==> src/rtl/cpu_pkg.sv <==
// Shared processor definitions: opcodes, width defaults,
// and the fetch state encoding.
package cpu_pkg;

  localparam int PC_W_DEF    = 8;
  localparam int INSTR_W_DEF = 8;

  localparam logic [3:0] OP_STOP = 4'h1;
  localparam logic [3:0] OP_NOP  = 4'hA;
  localparam logic [3:0] OP_BR0  = 4'h5;
  localparam logic [3:0] OP_BR1  = 4'h9;
  localparam logic [3:0] OP_BR2  = 4'hD;

  typedef enum logic [1:0] {
    S_IDLE = 2'd0,
    S_RUN  = 2'd1,
    S_HALT = 2'd2
  } fetch_state_e;

endpackage

==> src/rtl/fetch_fifo2.sv <==
// Two-entry circular FIFO of {pc, instr} for the fetch buffer.
// Ports: push/push_pc/push_instr in, pop, flush in; head_pc/head_instr/count out.
module fetch_fifo2 #(
  parameter int PC_W    = 8,
  parameter int INSTR_W = 8
) (
  input  logic               clock,
  input  logic               reset,
  input  logic               push,
  input  logic               pop,
  input  logic               flush,
  input  logic [PC_W-1:0]    push_pc,
  input  logic [INSTR_W-1:0] push_instr,
  output logic [PC_W-1:0]    head_pc,
  output logic [INSTR_W-1:0] head_instr,
  output logic [1:0]         count
);

  logic [1:0][PC_W-1:0]    pc_q, pc_d;
  logic [1:0][INSTR_W-1:0] instr_q, instr_d;
  logic                    wr_q, wr_d;
  logic                    rd_q, rd_d;
  logic [1:0]              count_q, count_d;
  logic                    pop_ok;

  assign pop_ok = pop & (count_q != 2'd0);

  always_comb begin
    pc_d    = pc_q;
    instr_d = instr_q;
    wr_d    = wr_q;
    rd_d    = rd_q;
    count_d = count_q;
    if (flush) begin
      wr_d    = 1'b0;
      rd_d    = 1'b0;
      count_d = 2'd0;
    end else begin
      if (push) begin
        pc_d[wr_q]    = push_pc;
        instr_d[wr_q] = push_instr;
        wr_d          = ~wr_q;
      end
      if (pop_ok) begin
        rd_d = ~rd_q;
      end
      count_d = count_q + {1'b0, push} - {1'b0, pop_ok};
    end
  end

  always_ff @(posedge clock or posedge reset) begin
    if (reset) begin
      pc_q    <= '0;
      instr_q <= '0;
      wr_q    <= 1'b0;
      rd_q    <= 1'b0;
      count_q <= 2'd0;
    end else begin
      pc_q    <= pc_d;
      instr_q <= instr_d;
      wr_q    <= wr_d;
      rd_q    <= rd_d;
      count_q <= count_d;
    end
  end

  assign head_pc    = pc_q[rd_q];
  assign head_instr = instr_q[rd_q];
  assign count      = count_q;

  a_no_overflow: assert property (
    @(posedge clock) disable iff (reset)
    !(push && !pop_ok && !flush && count_q == 2'd2)
  );

endmodule

==> src/rtl/pipe_fetch.sv <==
// Instruction fetch front-end: PC, imem read issue, epoch-tagged
// in-flight tracking, stop/branch handling and a 2-entry buffer to IR1.
// Ports: clock/reset, ir1_load/en_fetch/branch/branch_target from control,
// imem_rd/imem_addr/imem_rdata, ir1_instr/ir1_pc/ir1_valid, fetch_halted.
module pipe_fetch
  import cpu_pkg::*;
#(
  parameter int                 PC_W      = PC_W_DEF,
  parameter int                 INSTR_W   = INSTR_W_DEF,
  parameter logic [INSTR_W-1:0] NOP_INSTR = INSTR_W'(8'h0A)
) (
  input  logic               clock,
  input  logic               reset,
  input  logic               ir1_load,
  input  logic               en_fetch,
  input  logic               branch,
  input  logic [PC_W-1:0]    branch_target,
  output logic               imem_rd,
  output logic [PC_W-1:0]    imem_addr,
  input  logic [INSTR_W-1:0] imem_rdata,
  output logic [INSTR_W-1:0] ir1_instr,
  output logic [PC_W-1:0]    ir1_pc,
  output logic               ir1_valid,
  output logic               fetch_halted
);

  fetch_state_e      state_q, state_d;
  logic [PC_W-1:0]   pc_q, pc_d;
  logic              epoch_q, epoch_d;
  logic              infl_q, infl_d;
  logic [PC_W-1:0]   infl_addr_q, infl_addr_d;
  logic              infl_epoch_q, infl_epoch_d;

  logic [1:0]         count;
  logic [PC_W-1:0]    head_pc;
  logic [INSTR_W-1:0] head_instr;
  logic               pop;
  logic               cap;
  logic               stop_cap;
  logic [2:0]         occ;
  logic               rd;

  assign ir1_valid = (count != 2'd0);
  assign pop       = ir1_valid & ir1_load & en_fetch & ~branch;

  // A stale-epoch or same-cycle-branch response is dropped.
  assign cap      = infl_q & (infl_epoch_q == epoch_q) & ~branch;
  assign stop_cap = cap & (imem_rdata[3:0] == OP_STOP);

  // The in-flight response lands this edge, so it counts as occupancy.
  assign occ = {1'b0, count} - {2'b0, pop} + {2'b0, infl_q};

  // Nothing is read once a stop has been seen, even in its capture cycle.
  assign rd = (state_q == S_RUN) & en_fetch & ~branch
            & ~stop_cap & (occ < 3'd2);

  always_comb begin
    state_d      = state_q;
    pc_d         = pc_q;
    epoch_d      = epoch_q;
    infl_d       = rd;
    infl_addr_d  = infl_addr_q;
    infl_epoch_d = infl_epoch_q;
    unique case (state_q)
      S_IDLE:  state_d = S_RUN;
      S_RUN:   if (stop_cap) state_d = S_HALT;
      S_HALT:  state_d = S_HALT;
      default: state_d = S_IDLE;
    endcase
    if (rd) begin
      pc_d         = pc_q + PC_W'(1);
      infl_addr_d  = pc_q;
      infl_epoch_d = epoch_q;
    end
    if (branch) begin
      state_d = S_RUN;
      pc_d    = branch_target;
      epoch_d = ~epoch_q;
    end
  end

  always_ff @(posedge clock or posedge reset) begin
    if (reset) begin
      state_q      <= S_IDLE;
      pc_q         <= '0;
      epoch_q      <= 1'b0;
      infl_q       <= 1'b0;
      infl_addr_q  <= '0;
      infl_epoch_q <= 1'b0;
    end else begin
      state_q      <= state_d;
      pc_q         <= pc_d;
      epoch_q      <= epoch_d;
      infl_q       <= infl_d;
      infl_addr_q  <= infl_addr_d;
      infl_epoch_q <= infl_epoch_d;
    end
  end

  fetch_fifo2 #(
    .PC_W    (PC_W),
    .INSTR_W (INSTR_W)
  ) u_fifo (
    .clock      (clock),
    .reset      (reset),
    .push       (cap),
    .pop        (pop),
    .flush      (branch),
    .push_pc    (infl_addr_q),
    .push_instr (imem_rdata),
    .head_pc    (head_pc),
    .head_instr (head_instr),
    .count      (count)
  );

  assign imem_rd      = rd;
  assign imem_addr    = pc_q;
  assign ir1_instr    = ir1_valid ? head_instr : NOP_INSTR;
  assign ir1_pc       = ir1_valid ? head_pc : '0;
  assign fetch_halted = (state_q == S_HALT) & ~infl_q;

endmodule

==> config.mk <==
export PLATFORM = sky130hd
export DESIGN_NAME = pipe_fetch
export DESIGN_NICKNAME = d
export VERILOG_FILES = /design/src/rtl/cpu_pkg.sv /design/src/rtl/fetch_fifo2.sv /design/src/rtl/pipe_fetch.sv
export SDC_FILE = /design/constraint.sdc
export NUM_CORES = 1
export LEC_CHECK = 0
export ABC_AREA = 0
export CORE_MARGIN = 2
export CORE_UTILIZATION = 48
export DETAILED_ROUTE_END_ITERATION = 12
export PLACE_DENSITY = 0.76
export SLEW_MARGIN = 30
export SYNTH_ARGS = -nofsm -noshare
export SYNTH_HDL_FRONTEND = slang
export SYNTH_HIERARCHICAL = 1
export SYNTH_SLANG_ARGS = --single-unit
==> constraint.sdc <==
create_clock -name clock -period 3.4 [get_ports clock]
set_input_delay 0.85 -clock clock [delete_from_list [all_inputs] [get_ports clock]]
set_output_delay 0.85 -clock clock [all_outputs]
set_load 0.02 [all_outputs]
* Yosys cells after proc, flatten, opt, wreduce, memory -nomap -nowiden *
Index checks and enable logic that the tools add are counted.

operators by class
  equal/unequal tests = 5
  bitwise operators = 18
  add/subtract/negate cells = 5
  order comparisons = 4
  reduce and logical (&&, ||, !) cells = 7
  mux-type cells = 20

operators by type and width
  kind                   number
  $mux W8                9
  $bwmux W16             2
  $and A1 B1 Y1          12
  $add A8 B1 Y8 const B  1
  $demux W8 S1           1
  $reduce_bool A2 Y1     4
  $mux W2                3
  $not A1 Y1             6
  $pmux W2 S3            1
  $eq A4 B1 Y1 const B   1
  $lt A1 B2 Y1 const B   2
  $mux W1                4
  $add A3 B1 Y3          1
  $lt A3 B2 Y1 const B   1
  $ne A3 B3 Y1 const B   1
  $sub A2 B1 Y3          1
  $add A2 B1 Y2          1
  $eq A2 B1 Y1 const B   1
  $eq A2 B2 Y1 const B   1
  $logic_not A2 Y1       1
  $reduce_and A2 Y1      1
  $sub A2 B1 Y2          1
  $eq A1 B1 Y1           1
  $ge A1 B1 Y1 const B   1
  $logic_and A1 B1 Y1    1

word-level totals
  flip-flop bits (word level) = 57
  output and inout bits = 27
  input port bits = 21
  logic and storage cells = 72

* Logic depth before layout (Yosys ltp) *
  depth after elaboration = 10
  gate-level depth with buffers = 12
  gate-level depth less buffers = 10

* Hierarchy *
The synthesis kept the hierarchy.

modules (own cells, without submodules)
  module       sequential area each (µm²)  cells an instance  area each (µm²)  instances
  fetch_fifo2  900.9                       104                1609.0           1
  pipe_fetch   525.5                       128                1291.2           1

* Worst setup path after synthesis *
Ideal clock, no wire load.

  path type = input-to-output
  start = input port en_fetch
  end = output port imem_rd
  buffers on the path = 1
  setup slack = -0.098 ns
  required time = 2.550 ns
  arrival = 2.648 ns
  cell stages on the path = 10
  cell sequence = nor2b_1 > and3_1 > ha_1 > nand2b_1 > fa_1 > xnor2_1 > and3_1 > buf_2 > nand2_8 > inv_4

on the way
  word-level cells in the longest chain between the ends = 6
  elaborated cells between the ends (all ways) = 9
  classes of those cells = add/sub: 2; order compare: 1; bitwise: 6

RTL lines
  what                        line              source
  start, declared             pipe_fetch.sv:15  input logic en_fetch,
  $and A1 B1 Y1 (2 in a row)  pipe_fetch.sv:44  assign pop = ir1_valid & ir1_load & en_fetch & ~branch;
  via pop                     pipe_fetch.sv:37  logic pop;
  $sub A2 B1 Y3               pipe_fetch.sv:51  assign occ = {1'b0, count} - {2'b0, pop} + {2'b0, infl_q};
  $add A3 B1 Y3               pipe_fetch.sv:51
  $lt A3 B2 Y1                pipe_fetch.sv:55  & ~stop_cap & (occ < 3'd2);
  $and A1 B1 Y1               pipe_fetch.sv:55
  end, declared               pipe_fetch.sv:18  output logic imem_rd,

The timed path passes the listed nets, and every way through them passes these cells.

* Final worst setup path *
  start = input port imem_rdata[1]
  end = output port imem_rd

on the way
  word-level cells in the longest chain between the ends = 5

RTL lines
  what                        line              source
  start, declared             pipe_fetch.sv:20  input logic [INSTR_W-1:0] imem_rdata,
  $eq A4 B1 Y1                pipe_fetch.sv:48  assign stop_cap = cap & (imem_rdata[3:0] == OP_STOP);
  $and A1 B1 Y1               pipe_fetch.sv:48
  $not A1 Y1                  pipe_fetch.sv:55
  $and A1 B1 Y1 (2 in a row)  pipe_fetch.sv:55

No other way between the ends.

==> summary.txt <==
Pwr
  • Leakage power: 1.73 nW
  • Total Power: 0.00237 W
  • Worst VDD drop: 0.345 mV
  • Power Density: 620 nW/um^2

Synthesis
  • Warnings from Yosys: 6
  • Fraction of registers with async set/reset: 1.00
  • Synth Net Count: 261
  • Most instantiated library cell after synthesis: mux2_2
  • Ranking of synthesized cells by area: dfrtp_1, mux2_2, and2_1
  • Synth Area per Inst: 12.5 sq um
  • Share of the synthesized area in the top cell type: 0.492
  • EDFF count, synth: 0
  • Syn Inst Count: 232
  • Yosys reg bits: 57
  • Most frequent cells after synthesis: mux2_2, dfrtp_1, and2_1, nand2_1, o211ai_1
  • Leading register cell type out of synthesis: dfrtp_1
  • Yosys top cell by area: dfrtp_1
  • Netlist cell types: 38
  • Cell area after synthesis: 2900 sq um
  • Post-synthesis sequential area ratio: 0.492

Worst setup path
  • Setup CP Type: primary input to primary output
  • Required @ worst endpoint: 2.55 ns
  • Crit path max fanout: 3
  • Worst setup path startpoint: imem_rdata[1]
  • Flop2flop setup slack: 0.71 ns
  • Startpoint Class: primary input
  • Worst Path Arrival: 2.56 ns
  • Worst R2R End: infl_addr_q[3]
  • CP Capture Type: primary output
  • Worst r2r src: u_fifo/count[1]
  • Worst-case reg-to-reg path depth: 11

Run status
  • Failing checks: setup timing
  • Outcome: finished with violations

Die
  • Core Area: 5890 sq um
  • Site Rows: 28
  • # IOs: 48
  • Die Height: 81.7 microns
  • Die Wd: 81.7 microns
  • Starting density of the core: 0.493
  • DIE AREA: 6680 sq um

Finish
  • Layout cells sized above 1: 0.353
  • Fillers: 465
  • Nets: 328
  • Final Util: 0.648
  • Inserted Diodes: 0
  • Area growth syn-to-layout: 31.5%

Detailed routing
  • Average wire per standard cell: 14.9 microns
  • DRC Markers: 0
  • Vias/cell: 5.22
  • Wirelength, routed: 5640 microns
  • Routed via count: 1,973
  • TritonRoute pass-1 iters: 5
  • Starting DRT DRC Count: 72
  • Post-DRT Antenna Nets: 0

Timing
  • Slew at the pin closest to its max-slew limit: 0.754 ns
  • Worst Skew: 0.00654 ns
  • Final setup fails: 1
  • RSZ-0062 raised after global routing: yes
  • Min Tclk post-route: 3.41 ns
  • Pins Over Slew Limit: 0
  • Slew margin rel.: 0.494
  • Final hold violation count: 0
  • Setup slack after layout: -0.00554 ns
  • Period utilization: 1.00
  • Fmax: 294 MHz

Clock network
  • Clock root cell: clkbuf_8
  • Cts bufs inserted: 9
  • CTS clk-pin slew, worst paths: 0.06 ns
  • CTS tree: yes
  • CTS Hold Bufs: 0
  • Skew-Pair Late Insertion Delay: 0.33 ns
  • Clock buffer depth: 2
  • Clock sink total: 57
  • Depth of the CTS H-tree: 3

Worst hold path
  • Hold path depth: 1
  • Hold EP: u_fifo/pc_q[11]
  • Hold path start: u_fifo/pc_q[11]
  • Worst min-delay path class: register to register

Placed design
  • Port buffer count: 47
  • Pre-CTS setup slack: -1.07 ns
  • DP HPWL: 3900 microns
  • Gpl congestion: 0.801

Global routing
  • Vias in the first global route: 2,066
  • Total GRT Usage: 0.191
  • Initial antenna violation count: 0
  • Largest net degree at the start of global routing: 35
  • First-pass GRT wire length: 9600 microns
  • Grt ovf: 0

Job
  • Max Cap Viol: 0
[metal layers]
layer / GRT usage / vias to the layer above / part of all wire
li1: - / 959 / -
met4: 0.0767 / 0 / 0.019
met3: 0.0308 / 11 / 0.040
met5: 0 / - / 0
met2: 0.313 / 50 / 0.49
met1: 0.254 / 953 / 0.46
[state kept, by name, indices dropped and copies added (netlist names)]
name            flops
u_fifo/wr_q         1
infl_epoch_q        1
state_q             2
u_fifo/instr_q     16
u_fifo/rd_q         1
u_fifo/count        2
infl_addr_q         8
imem_addr           8
epoch_q             1
infl_q              1
u_fifo/pc_q        16
[critical path: stages]
cell and delay (ns):
clkdlybuf4s50_1 0.44, or4b_4 0.57, o41a_1 0.42, nand2_8 0.12, clkinv_8 0.04, buf_8 0.12
[power by group]
part           internal, W  switching [W]
Sequential        0.000876       0.000148
Combinational     0.000411       0.000309
Clock             0.000372       0.000249
Total              0.00166       0.000707
[final cells by class]
cell class,instances,area [sq um],area share
clock buffers,12,155,0.0407
clock inverters,3,40.0,0.0105
inverters,10,50.0,0.0131
multi-input cells,156,1430,0.375
flip-flops and latches,57,1430,0.374
well taps,75,93.8,0.0246
repair buffers,65,617,0.162
[how the worst max path moves through the flow]
stage	endpoint	cells past startpoint
2_1_floorplan	imem_rd	10
3_3_place_gp	imem_rd	11
3_5_place_dp	imem_rd	11
4_1_cts	imem_rd	11
5_1_grt	imem_rd	11
6_report	imem_rd	6
[metrics by stage]
step                      hold slack, ns   TNS, ns  instance area, sq um  std cells
after floorplan                    0.474         0                  2910        232
after global placement             0.480     -2.22                  3520        359
after detailed placement           0.488     -3.09                  3520        359
after CTS                          0.502   -0.0240                  3800        378
after global routing               0.518   -0.0803                  3810        378
final                              0.501  -0.00554                  3810        378
[what timing repair did]
item	in CTS	in global routing
resized for setup	26	3
setup buffers	4	0
endpoints found under the setup margin	1	1
pin swaps	5	4
[kinds of logic (layout without fill, tap and decap cells)]
logic type                 Yosys count  after routing  share of synthesized area
AOI/OAI and AO/OA                   21             21                     0.0600
xor gates and xnor gates             5              5                     0.0198
muxes                               59             59                      0.229
buffers and inverters               19             90                     0.0319
DFF                                 57             57                      0.492
adders and majority gates            8              8                     0.0371
and+or+nand+nor                     63             63                      0.131
[cell usage in the layout, fill, tap and decap left out, drive strengths merged]
cell type	count
inv	8
and2b	2
mux2i	1
xnor3	1
or4b	1
mux2	58
clkdlybuf4s15	1
nand2b	3
ha	7
nand3	3
o21a	3
buf	21
nand4	1
clkinv	4
fa	1
o211ai	12
a21oi	1
clkdlybuf4s50	43
or2	1
xnor2	2
and2	17
nand4b	2
bufinv	1
clkbuf	12
nor2	6
nor2b	2
o31a	1
o41ai	1
nand2	16
o41a	1
nor4	1
a221o	2
nand3b	1
and3	2
dfrtp	57
nor3	4
xor2	2
nor3b	1
(Power assumes the default switching activity.)
